`src/rtl/note_judge.sv`:
```
// note_judge -- rhythm-game judgement stage.
//
// Buffers chart notes in one FIFO per key lane and grades the head note of
// each lane against the song clock un_time: PERFECT, BAD or MISS. All lanes
// are judged in parallel every cycle. Per-frame score, combo and worst-grade
// totals are accumulated. They are published on each rising edge of
// new_frame, for the downstream score/combo/precision drawer.
//
// Optional build macro: JUDGE_EARLY_MISS_EN. When it is defined, a press that
// arrives between BAD_WIN and 2*BAD_WIN before the head note pops that note
// as MISS. When it is undefined, such a press is ignored.
//
// Ports:
//   clk, reset        system clock; asynchronous active-high reset
//   start             pulse; begin judging (from IDLE or DONE)
//   song_end          pulse; chart exhausted, flush remaining notes as MISS
//   new_frame         frame strobe (level; its rising edge publishes)
//   un_time[15:0]     current song time in ms, monotonic
//   key_press[3:0]    one-cycle press pulse per lane
//   note_valid/lane/time, note_ready   chart-note push handshake
//   score[12:0]       score earned in the last completed frame
//   combo[3:0]        non-miss hits in the last frame, saturating at 15
//   precise[1:0]      worst grade in the last frame: 0 none, 1 PERFECT, 2 BAD, 3 MISS
//   done              high while in the DONE state

// One lane: note FIFO plus head-note grading.
// The lane pops its own head whenever the grade it reports is not none.
module note_judge_lane #(
    parameter int          DEPTH       = 4,
    parameter logic [15:0] PERFECT_WIN = 16'd40,
    parameter logic [15:0] BAD_WIN     = 16'd100
) (
    input  logic        clk,
    input  logic        reset,
    input  logic        judge,
    input  logic        flush,
    input  logic        push,
    input  logic [15:0] push_time,
    input  logic [15:0] un_time,
    input  logic        press,
    output logic        empty,
    output logic        full,
    output logic [1:0]  grade
);
    localparam int AW = $clog2(DEPTH);
    localparam logic [1:0] G_NONE = 2'd0, G_PERFECT = 2'd1, G_BAD = 2'd2, G_MISS = 2'd3;

    logic [15:0]        mem [DEPTH];
    logic [AW:0]        wr_ptr, rd_ptr;
    logic [15:0]        head;
    logic [16:0]        now_ext, head_ext, late_lim, mag;
    logic signed [16:0] diff;
    logic               late, pop;

    // The extra pointer bit tells "full" apart from "empty" when the indices match.
    assign empty = (wr_ptr == rd_ptr);
    assign full  = (wr_ptr[AW] != rd_ptr[AW]) && (wr_ptr[AW-1:0] == rd_ptr[AW-1:0]);
    assign head  = mem[rd_ptr[AW-1:0]];
    assign pop   = (grade != G_NONE);

    always_comb begin
        now_ext  = {1'b0, un_time};
        head_ext = {1'b0, head};
        late_lim = head_ext + {1'b0, BAD_WIN};
        late     = now_ext > late_lim;
        diff     = signed'(now_ext) - signed'(head_ext);
        mag      = diff[16] ? unsigned'(-diff) : unsigned'(diff);
        grade    = G_NONE;
        if (judge && !empty) begin
            // Expiry wins over a same-cycle press; a flush drains one note per cycle.
            if (flush || late) begin
                grade = G_MISS;
            end else if (press) begin
                if (mag <= {1'b0, PERFECT_WIN})
                    grade = G_PERFECT;
                else if (mag <= {1'b0, BAD_WIN})
                    grade = G_BAD;
`ifdef JUDGE_EARLY_MISS_EN
                // A negative diff means the press came before the note time.
                else if (diff[16] && (mag <= {BAD_WIN, 1'b0}))
                    grade = G_MISS;
`endif
            end
        end
    end

    always_ff @(posedge clk or posedge reset) begin
        if (reset) begin
            wr_ptr <= '0;
            rd_ptr <= '0;
        end else begin
            if (push) wr_ptr <= wr_ptr + 1'b1;
            if (pop)  rd_ptr <= rd_ptr + 1'b1;
        end
    end

    always_ff @(posedge clk) begin
        if (push) mem[wr_ptr[AW-1:0]] <= push_time;
    end
endmodule

module note_judge #(
    parameter int          LANES       = 4,
    parameter int          DEPTH       = 4,
    parameter logic [15:0] PERFECT_WIN = 16'd40,
    parameter logic [15:0] BAD_WIN     = 16'd100,
    parameter logic [12:0] PERFECT_PTS = 13'd300,
    parameter logic [12:0] BAD_PTS     = 13'd100
) (
    input  logic             clk,
    input  logic             reset,
    input  logic             start,
    input  logic             song_end,
    input  logic             new_frame,
    input  logic [15:0]      un_time,
    input  logic [LANES-1:0] key_press,
    input  logic             note_valid,
    input  logic [1:0]       note_lane,
    input  logic [15:0]      note_time,
    output logic             note_ready,
    output logic [12:0]      score,
    output logic [3:0]       combo,
    output logic [1:0]       precise,
    output logic             done
);
    typedef enum logic [1:0] {S_IDLE, S_RUN, S_FLUSH, S_DONE} state_t;

    state_t                  state;
    logic [LANES-1:0]        empty, full, push;
    logic [LANES-1:0][1:0]   grade;
    logic                    judge, flush, frame_q, rise;
    logic [2:0]              n_p, n_b;
    logic [1:0]              worst_next;
    logic [13:0]             pts, score_sum;
    logic [4:0]              combo_sum;
    logic [12:0]             score_acc, score_next;
    logic [3:0]              combo_acc, combo_next;
    logic [1:0]              worst_acc;

    assign judge = (state == S_RUN) || (state == S_FLUSH);
    assign flush = (state == S_FLUSH);
    // Held low during reset so the port reads 0 while reset is asserted.
    assign note_ready = !reset && ((state == S_IDLE) || (state == S_RUN)) && !full[note_lane];
    assign rise = new_frame && !frame_q;

    for (genvar g = 0; g < LANES; g++) begin : g_lane
        assign push[g] = note_valid && note_ready && (note_lane == 2'(g));
        note_judge_lane #(
            .DEPTH(DEPTH), .PERFECT_WIN(PERFECT_WIN), .BAD_WIN(BAD_WIN)
        ) u_lane (
            .clk(clk), .reset(reset), .judge(judge), .flush(flush),
            .push(push[g]), .push_time(note_time), .un_time(un_time),
            .press(key_press[g]), .empty(empty[g]), .full(full[g]), .grade(grade[g])
        );
    end

    // Combine every lane's verdict for this cycle into the running totals.
    always_comb begin
        n_p        = '0;
        n_b        = '0;
        worst_next = worst_acc;
        for (int i = 0; i < LANES; i++) begin
            if (grade[i] == 2'd1) n_p = n_p + 3'd1;
            if (grade[i] == 2'd2) n_b = n_b + 3'd1;
            if (grade[i] > worst_next) worst_next = grade[i];
        end
        pts        = 14'(n_p) * 14'(PERFECT_PTS) + 14'(n_b) * 14'(BAD_PTS);
        score_sum  = {1'b0, score_acc} + pts;
        score_next = score_sum[13] ? 13'h1fff : score_sum[12:0];
        combo_sum  = {1'b0, combo_acc} + 5'(n_p) + 5'(n_b);
        combo_next = (combo_sum > 5'd15) ? 4'd15 : combo_sum[3:0];
    end

    always_ff @(posedge clk or posedge reset) begin
        if (reset) begin
            state     <= S_IDLE;
            done      <= 1'b0;
            frame_q   <= 1'b0;
            score_acc <= '0;
            combo_acc <= '0;
            worst_acc <= '0;
            score     <= '0;
            combo     <= '0;
            precise   <= '0;
        end else begin
            frame_q <= new_frame;
            // The publish includes this cycle's events; the next cycle starts a fresh frame.
            if (rise) begin
                score     <= score_next;
                combo     <= combo_next;
                precise   <= worst_next;
                score_acc <= '0;
                combo_acc <= '0;
                worst_acc <= '0;
            end else if (state == S_DONE && start) begin
                score_acc <= '0;
                combo_acc <= '0;
                worst_acc <= '0;
            end else begin
                score_acc <= score_next;
                combo_acc <= combo_next;
                worst_acc <= worst_next;
            end

            case (state)
                S_IDLE:  if (start)    state <= S_RUN;
                S_RUN:   if (song_end) state <= S_FLUSH;
                S_FLUSH: if (&empty) begin
                    state <= S_DONE;
                    done  <= 1'b1;
                end
                S_DONE:  if (start) begin
                    state <= S_RUN;
                    done  <= 1'b0;
                end
                default: state <= S_IDLE;
            endcase
        end
    end
endmodule
```
`config.mk`:
```
export PLATFORM = sky130hd
export DESIGN_NAME = note_judge
export DESIGN_NICKNAME = d
export VERILOG_FILES = /design/src/rtl/note_judge.sv
export SDC_FILE = /design/constraint.sdc
export NUM_CORES = 1
export LEC_CHECK = 0
export ABC_AREA = 1
export BUFFER_PORTS_ARGS = -buffer_cell sky130_fd_sc_hd__buf_2
export CAP_MARGIN = 10
export CORE_MARGIN = 1.5
export CORE_UTILIZATION = 69
export CTS_CLUSTER_SIZE = 12
export DETAILED_ROUTE_END_ITERATION = 7
export PLACE_DENSITY = 0.84
export SLEW_MARGIN = 20
export SYNTH_ARGS = -nofsm -noshare
export SYNTH_HDL_FRONTEND = slang
export SYNTH_SLANG_ARGS = --single-unit
```
`constraint.sdc`:
```
create_clock -name clk -period 23.2 [get_ports clk]
set_clock_uncertainty 0.2 [all_clocks]
set_input_delay 1.16 -clock clk [delete_from_list [all_inputs] [get_ports clk]]
set_output_delay 1.16 -clock clk [all_outputs]
set_load 0.02 [all_outputs]
```
### Yosys cells after proc, flatten, opt, wreduce, memory -nomap -nowiden

Memory sizes are Yosys's and may differ from the RTL's.
Cells that the tools add are included.

| cells by class | value |
|---|---|
| $add $sub $neg | 30 |
| multipliers | 2 |
| $lt $le $gt $ge | 18 |
| equal/unequal tests | 30 |
| multiplexer cells | 61 |
| reductions and logical operators | 41 |

Operators with widths:

| kind | count |
|---|---|
| 16-bit by 7-bit adder with 17-bit output (second input constant) | 4 |
| 16-bit by 17-bit greater-than comparator with 1-bit output | 4 |
| 17-bit by 6-bit <= comparator with 1-bit output (second input constant) | 4 |
| 17-bit by 7-bit <= comparator with 1-bit output (second input constant) | 4 |
| 17-bit two-way mux | 4 |
| 17-bit negation | 4 |
| 16-bit by 16-bit subtractor with 17-bit output | 4 |
| 2-bit two-way mux | 29 |
| 3-bit by 1-bit adder with 3-bit output (second input constant) | 14 |
| 13-bit two-way mux | 3 |
| 3-bit two-way mux | 6 |
| 1-bit logical AND | 17 |
| 2-bit == test (second input constant) | 8 |
| 13-bit by 13-bit adder with 14-bit output | 1 |
| 12-bit by 10-bit adder with 13-bit output | 1 |
| 1-bit two-way mux | 13 |
| 2-bit by 1-bit == test with 1-bit output (second input constant) | 6 |
| 3-bit == test | 4 |
| 4-bit two-way mux | 3 |
| 3-bit by 7-bit multiplier with 10-bit output (second input constant) | 1 |
| 2-bit nonzero test | 5 |
| 2-bit == test | 4 |
| 2-bit greater-than comparator | 4 |
| 3-bit by 5-bit multiplier with 8-bit output (second input constant) | 1 |
| 16 further kinds | 34 |

| storage, ports and cells | value |
|---|---|
| register bits | 66 |
| RAM bits | 256 |
| bits of input ports | 44 |
| output and inout port bits | 21 |
| word-level logic and storage cells | 203 |
| memories kept | 4 |

Memory list:

| name | depth | width | read ports | clocked after Yosys merged registers in | wr ports | line | RTL |
|---|---|---|---|---|---|---|---|
| g_lane[0].u_lane.mem | 4 | 16 | 1 | 0 | 1 | 48 | `logic [15:0] mem [DEPTH];` |
| g_lane[1].u_lane.mem | 4 | 16 | 1 | 0 | 1 | 48 |  |
| g_lane[2].u_lane.mem | 4 | 16 | 1 | 0 | 1 | 48 |  |
| g_lane[3].u_lane.mem | 4 | 16 | 1 | 0 | 1 | 48 |  |

### Depth between registers and ports, before layout

An unclocked memory read counts as a cell.

| depth | value |
|---|---|
| depth after elaboration | 24 |
| gate-level depth with buffers | 63 |

### By module

A second synthesis with hierarchy kept.

| unflattened totals | value |
|---|---|
| cell total of the unflattened synthesis | 3122 |
| area total of the unflattened synthesis | 24402.2 sq um |

By module, submodules not included:

| module | times used | cells an instance | area each (sq um) |
|---|---|---|---|
| note_judge_lane at g_lane[0].u_lane ... | 3 | 658 | 5176.2 |
| note_judge_lane at g_lane[1].u_lane | 1 | 688 | 5301.3 |
| note_judge | 1 | 460 | 3572.2 |

### Worst setup path before layout

No wires, ideal clock.

| path | value |
|---|---|
| path type | register to register |
| from | register g_lane[0].u_lane.rd_ptr[0] |
| to | register score[0] |
| setup time | 0.117 ns |
| data arrival time | 8.836 ns |
| required time | 22.883 ns |
| slack | 14.046 ns |
| stages on the path, launching flop included | 53 |
| path buffers | 4 |
| clock period less this slack | 9.154 ns |
| cell sequence | dfrtp_1 > buf_2 > inv_2 > buf_2 > buf_4 > clkbuf_1 > nand2_1 > a32oi_1 > ha_1 > nand3_1 > nand2_1 > o21ai_0 > nor3_2 > nand2_1 > xor2_1 > ha_1 > nand2_1 > or4_1 > [... 17 more ...] > fa_1 > xor2_1 > fa_1 > inv_1 > ha_1 > a21oi_1 > inv_1 > a31oi_1 > o21ai_0 > a21oi_1 > o31ai_1 > nand2_1 > nand2_1 > a21oi_1 > inv_1 > or2_2 > nand2_1 > nand2_1 |

| between the ends | value |
|---|---|
| cells in the longest elaborated chain, start to end | 22 |
| elaborated cells between the ends (all ways) | 38 |
| classes of those cells | add/sub (11); mul (2); order compare (3); eq/ne (3); mux (15); reduce/logical (3); memory (1) |

RTL lines:

| item | line | RTL |
|---|---|---|
| from (decl) | 49 | `logic [AW:0] wr_ptr, rd_ptr;` |
| from (signal assigned) | 93 | `if (pop) rd_ptr <= rd_ptr + 1'b1;` |
| memory 4 x 16 bit | n/a |  |
| 16-bit by 16-bit subtractor with 17-bit output | 66 | `diff = signed'(now_ext) - signed'(head_ext);` |
| 17-bit negation | 67 | `mag = diff[16] ? unsigned'(-diff) : unsigned'(diff);` |
| 17-bit two-way mux | 67 |  |
| 17-bit by 7-bit <= comparator with 1-bit output | 76 | `else if (mag <= {1'b0, BAD_WIN})` |
| 2-bit two-way mux | 76 |  |
| 2-bit two-way mux | 74 | `if (mag <= {1'b0, PERFECT_WIN})` |
| 2-bit two-way mux | 73 | `end else if (press) begin` |
| [... 6 more ...] | n/a |  |
| 3-bit by 1-bit adder with 3-bit output (on tied branches) | 163, 164 |  |
| 3-bit two-way mux (on tied branches) | 163, 164 |  |
| 3-bit by 1-bit adder with 3-bit output (on tied branches) | 163, 164 |  |
| 3-bit two-way mux (on tied branches) | 163, 164 |  |
| 3-bit by 7-bit multiplier with 10-bit output / 3-bit by 5-bit multiplier with 8-bit output (equally long branches) | 167 | `pts = 14'(n_p) * 14'(PERFECT_PTS) + 14'(n_b) * 14'(BAD_PTS);` |
| 12-bit by 10-bit adder with 13-bit output (*) | 167 |  |
| 13-bit by 13-bit adder with 14-bit output (*) | 168 | `score_sum = {1'b0, score_acc} + pts;` |
| 13-bit two-way mux (*) | 169 | `score_next = score_sum[13] ? 13'h1fff : score_sum[12:0];` |
| to (signal assigned) | 189 | `score <= score_next;` |
| to (decl) | 121 | `output logic [12:0] score,` |

Mark *: on every way between the ends. The rest lies on a longest branch, timed or not.
A chain may end at the register's enable or synchronous reset.

### Final worst setup path

| path | value |
|---|---|
| from | register g_lane[1].u_lane.rd_ptr[0] |
| to | register score[7] |

| between the ends | value |
|---|---|
| cells in the longest elaborated chain, start to end | 20 |
| elaborated cells between the ends (all ways) | 34 |
| classes of those cells | add/sub (9); mul (2); order compare (3); eq/ne (3); mux (13); reduce/logical (3); memory (1) |

RTL lines:

| item | line |
|---|---|
| from (decl) | 49 |
| from (signal assigned) | 93 |
| memory 4 x 16 bit | n/a |
| 16-bit by 16-bit subtractor with 17-bit output | 66 |
| 17-bit negation | 67 |
| 17-bit two-way mux | 67 |
| 17-bit by 7-bit <= comparator with 1-bit output | 76 |
| 2-bit two-way mux | 76 |
| 2-bit two-way mux | 74 |
| 2-bit two-way mux | 73 |
| [... 4 more ...] | n/a |
| 3-bit by 1-bit adder with 3-bit output (on tied branches) | 163, 164 |
| 3-bit two-way mux (on tied branches) | 163, 164 |
| 3-bit by 1-bit adder with 3-bit output (on tied branches) | 163, 164 |
| 3-bit two-way mux (on tied branches) | 163, 164 |
| 3-bit by 7-bit multiplier with 10-bit output / 3-bit by 5-bit multiplier with 8-bit output (equally long branches) | 167 |
| 12-bit by 10-bit adder with 13-bit output (*) | 167 |
| 13-bit by 13-bit adder with 14-bit output (*) | 168 |
| 13-bit two-way mux (*) | 169 |

Marks and branches as above.

==> summary.txt <==
Yosys
  – Yosys top cell area share: between 30% and 40%
  – Register area share after synthesis: a little under 40%
  – Top cells by area, synth: edfxtp_1, nand2_1, ha_1
  – Synthesized area: ~24,000 µm²
  – Distinct cells, synth: 68
  – Gate Count Post-Synth: 2,980
  – Seq cells post-synth: 322
  – Syn avg cell area: 7.93 µm²
  – Yosys warns: 0
  – Leading area contributor after synthesis: edfxtp_1
  – Synthesized net count: around 3,200

Routing
  – 1st-pass router iterations: 6
  – Via density: 5.93
  – Starting DRT DRC Count: 1,780
  – Vias: 20,900
  – DR WL/cell: approximately 18 µm
  – Post-Route WL: 64.4 mm
  – DRC viols: 0
  – Remaining antenna violation count: 0

STA
  – Slew @ Worst Pin: 1.02 ns
  – Count of final setup violators: 0
  – RSZ-0062 raised after global routing: false
  – Final Max Tran Viols: 0
  – Highest clock rate: 93.6 MHz
  – Slew HR: 30.4%
  – Final cycle utilization of the critical path: 46.1%
  – Final setup TNS: 0 ns
  – Count of final hold-check violations: 0
  – Minimum clock period: 10.68 ns

Die
  – DIE WIDTH: between 150 and 200 µm
  – Initial Utilization: between 70% and 80%
  – I/O Pins: 65
  – Height of the chip: between 150 and 200 µm
  – Core Area: 33,600 µm²
  – Full die area: 35,400 µm²
  – Core Rows: 67

Run
  – Maxcap violations: 0

Outcome
  – Outcome: finished, final reports clean

Worst hold path
  – Hold Crit Depth: 2
  – Min-Delay Endpoint: score[11]
  – HP Start: score[11]
  – HP Class: flip-flop to flip-flop

GRT
  – Pin count of the biggest net entering global routing: 67
  – Total track usage: between 30% and 40%
  – Initial antenna violation count: 0
  – First-pass GRT wire length: 101 mm
  – Total global routing overflow: 0
  – Number of global-route vias before repair: 20,000

Clocking
  – Clock Pin Slew Worst Setup and Hold Paths: around 0.070 ns
  – Gates resized, CTS repair: 0
  – Postcts setup bufs: 0
  – Num CTS Buffers: 35
  – Clock sink count: 322
  – CTS Hold Bufs: 0
  – Max clock buf depth: 3
  – CTS tree: yes
  – CTS root buffer: clkbuf_16
  – Worst-skew pair later-pin latency: roughly 0.53 ns
  – CTS H-Tree Depth: 2

Placed design
  – Input/output buffers: 64
  – GPL Wtd Cong: 0.964
  – HPWL after DPL: roughly 46 mm

Critical path
  – Reg2Reg Capture Point: score[7]
  – CP dominant cell by count: inv_1
  – Critical path peak fanout: 36
  – R2r worst-path depth: 51
  – Crit-path slowest cell: fa_1
  – WP data arrival: 10.86 ns
  – Critical Path RT: 23.37 ns
  – R2r startpoint: g_lane[1].u_lane.rd_ptr[0]
  – Crit. End Element: flip-flop
  – Type of origin of the critical path: flip-flop
  – Critical path class: flip-flop to flip-flop
  – Reg2reg setup slack: ~13 ns
  – Slowest cell delay on critical path: 0.51 ns

Cells and area
  – Fillers: 2,462
  – Final #Nets: roughly 3,300
  – Multi-input gate area: about 12,000 µm²
  – Layout cells sized above 1: under 10%
  – Sequential Area: 9340 µm²
  – Synth-to-layout area growth: 8.00%
Yosys cell counts, drive strengths merged:
master	n
o21a	5
or2	13
and2	4
o22ai	10
nor3	38
o22a	1
a32o	12
or4	1
o2111ai	1
ha	200
o21ai	96
inv	412
a21o	9
nand4	44
nor3b	2
nor4	6
nand3	218
edfxtp	256
nand3b	19
clkbuf	12
o31ai	2
xnor2	18
a22oi	3
a41oi	1
dfrtp	66
a21boi	3
a21oi	145
fa	17
nor2	288
nor2b	1
o211ai	4
a31oi	5
clkinv	6
a2111oi	1
a31o	1
a32oi	39
a211oi	3
buf	42
nand2	893
xor2	77
o21bai	6
logic make-up (layout without fill, tap and decap cells):
logic type | count (synthesis) | count (layout) | share of synthesized area [%]
DFF | 322 | 322 | 39.5
xor gates and xnor gates | 95 | 95 | 3.69
and+or+nand+nor | 1527 | 1527 | 27.8
other | 0 | 1 | 0
buffers and inverters | 472 | 564 | 7.95
adders and majority gates | 217 | 217 | 12.0
AOI/OAI and AO/OA | 347 | 347 | 9.05
stage by stage:
stage / instances / util [%] / instance area [µm²] / hold slack [ns] / setup slack [ns]
after floorplan: 2980 / - / 23600 / 0.261 / 14.05
after global placement: 3459 / 72.5 / 24400 / 0.261 / 13.11
after detailed placement: 3459 / 72.5 / 24400 / 0.265 / 12.63
after CTS: 3520 / 75.9 / 25500 / 0.280 / 12.52
after global routing: 3520 / 76.0 / 25500 / 0.302 / 11.83
final: 3521 / 76.0 / 25500 / 0.281 / 12.52
worst max-delay path: cells and delay by family (launching register included):
kind | cells | cell delay (ns)
AND/OR/NAND/NOR | 19 | 3.12
AO/OA/AOI/OAI | 10 | 2.38
XOR/XNOR | 2 | 0.28
buffers and inverters | 12 | 1.61
flip-flops | 1 | 0.37
adder cells (fa/ha/maj) | 8 | 2.51
how the worst max path moves through the flow:
stage,depth (start not counted),to,start
2_1_floorplan,52,score[0],g_lane[0].u_lane.rd_ptr[0]
3_3_place_gp,48,score[1],g_lane[0].u_lane.rd_ptr[0]
3_5_place_dp,47,score[7],g_lane[0].u_lane.rd_ptr[0]
4_1_cts,47,score[7],g_lane[0].u_lane.rd_ptr[0]
5_1_grt,51,score[7],g_lane[1].u_lane.rd_ptr[0]
6_report,51,score[7],g_lane[1].u_lane.rd_ptr[0]
layout make-up:
cell class	instances	area share, %
Multi-Input combinational cell	2186	48.7
Sequential cell	322	36.6
Inverter	418	6.16
Clock buffer	52	3.88
Tap cell	448	2.20
Timing Repair Buffer	85	1.87
Clock inverter	9	0.642
Antenna cell	1	0.00980
registers in the layout (all words and copies together), names as in the netlist:
register and flops:
worst_acc 2, state 2, frame_q 1, precise 2, combo_acc 4, g_lane.u_lane.rd_ptr 12
combo 4, score_acc 13, done 1, g_lane.u_lane.wr_ptr 12, score 13, g_lane.u_lane.mem 256
routing by layer:
metal	part of all wire, %	vias up	routed length, µm	track usage [%]
li1	-	10000	-	-
met3	7.0	216	4520	4.60
met2	47	869	30500	61.8
met5	0	-	0	0
met1	40	9780	25500	44.7
met4	6.0	0	3890	20.6
cells in the final DEF (no fill, tap or decap), types with 6 or more instances in the layout:
| cell | n |
|---|---|
| a32oi_1 | 37 |
| nand2_2 | 31 |
| inv_1 | 387 |
| ha_1 | 200 |
| nand2_1 | 859 |
| nor3_2 | 9 |
| a21o_1 | 9 |
| o22ai_1 | 10 |
| inv_2 | 24 |
| xor2_1 | 74 |
| nand4_1 | 42 |
| xnor2_1 | 17 |
| buf_2 | 64 |
| a32o_1 | 12 |
| o21bai_1 | 6 |
| nand3_1 | 212 |
| a21oi_2 | 8 |
| o21ai_0 | 86 |
| a21oi_1 | 136 |
| fa_1 | 17 |
| or2_2 | 10 |
| clkinv_1 | 7 |
| buf_4 | 21 |
| edfxtp_1 | 256 |
| dfrtp_1 | 65 |
| nor3_1 | 29 |
| nor2_2 | 16 |
| nand3b_1 | 18 |
| nand3_2 | 6 |
| nor4_1 | 6 |
| nor2_1 | 269 |
| clkbuf_16 | 36 |
| o21ai_1 | 6 |
| clkbuf_1 | 13 |
Power is not shown: default switching activity piles up to over one toggle a cycle in this logic, so the estimate is an artifact.
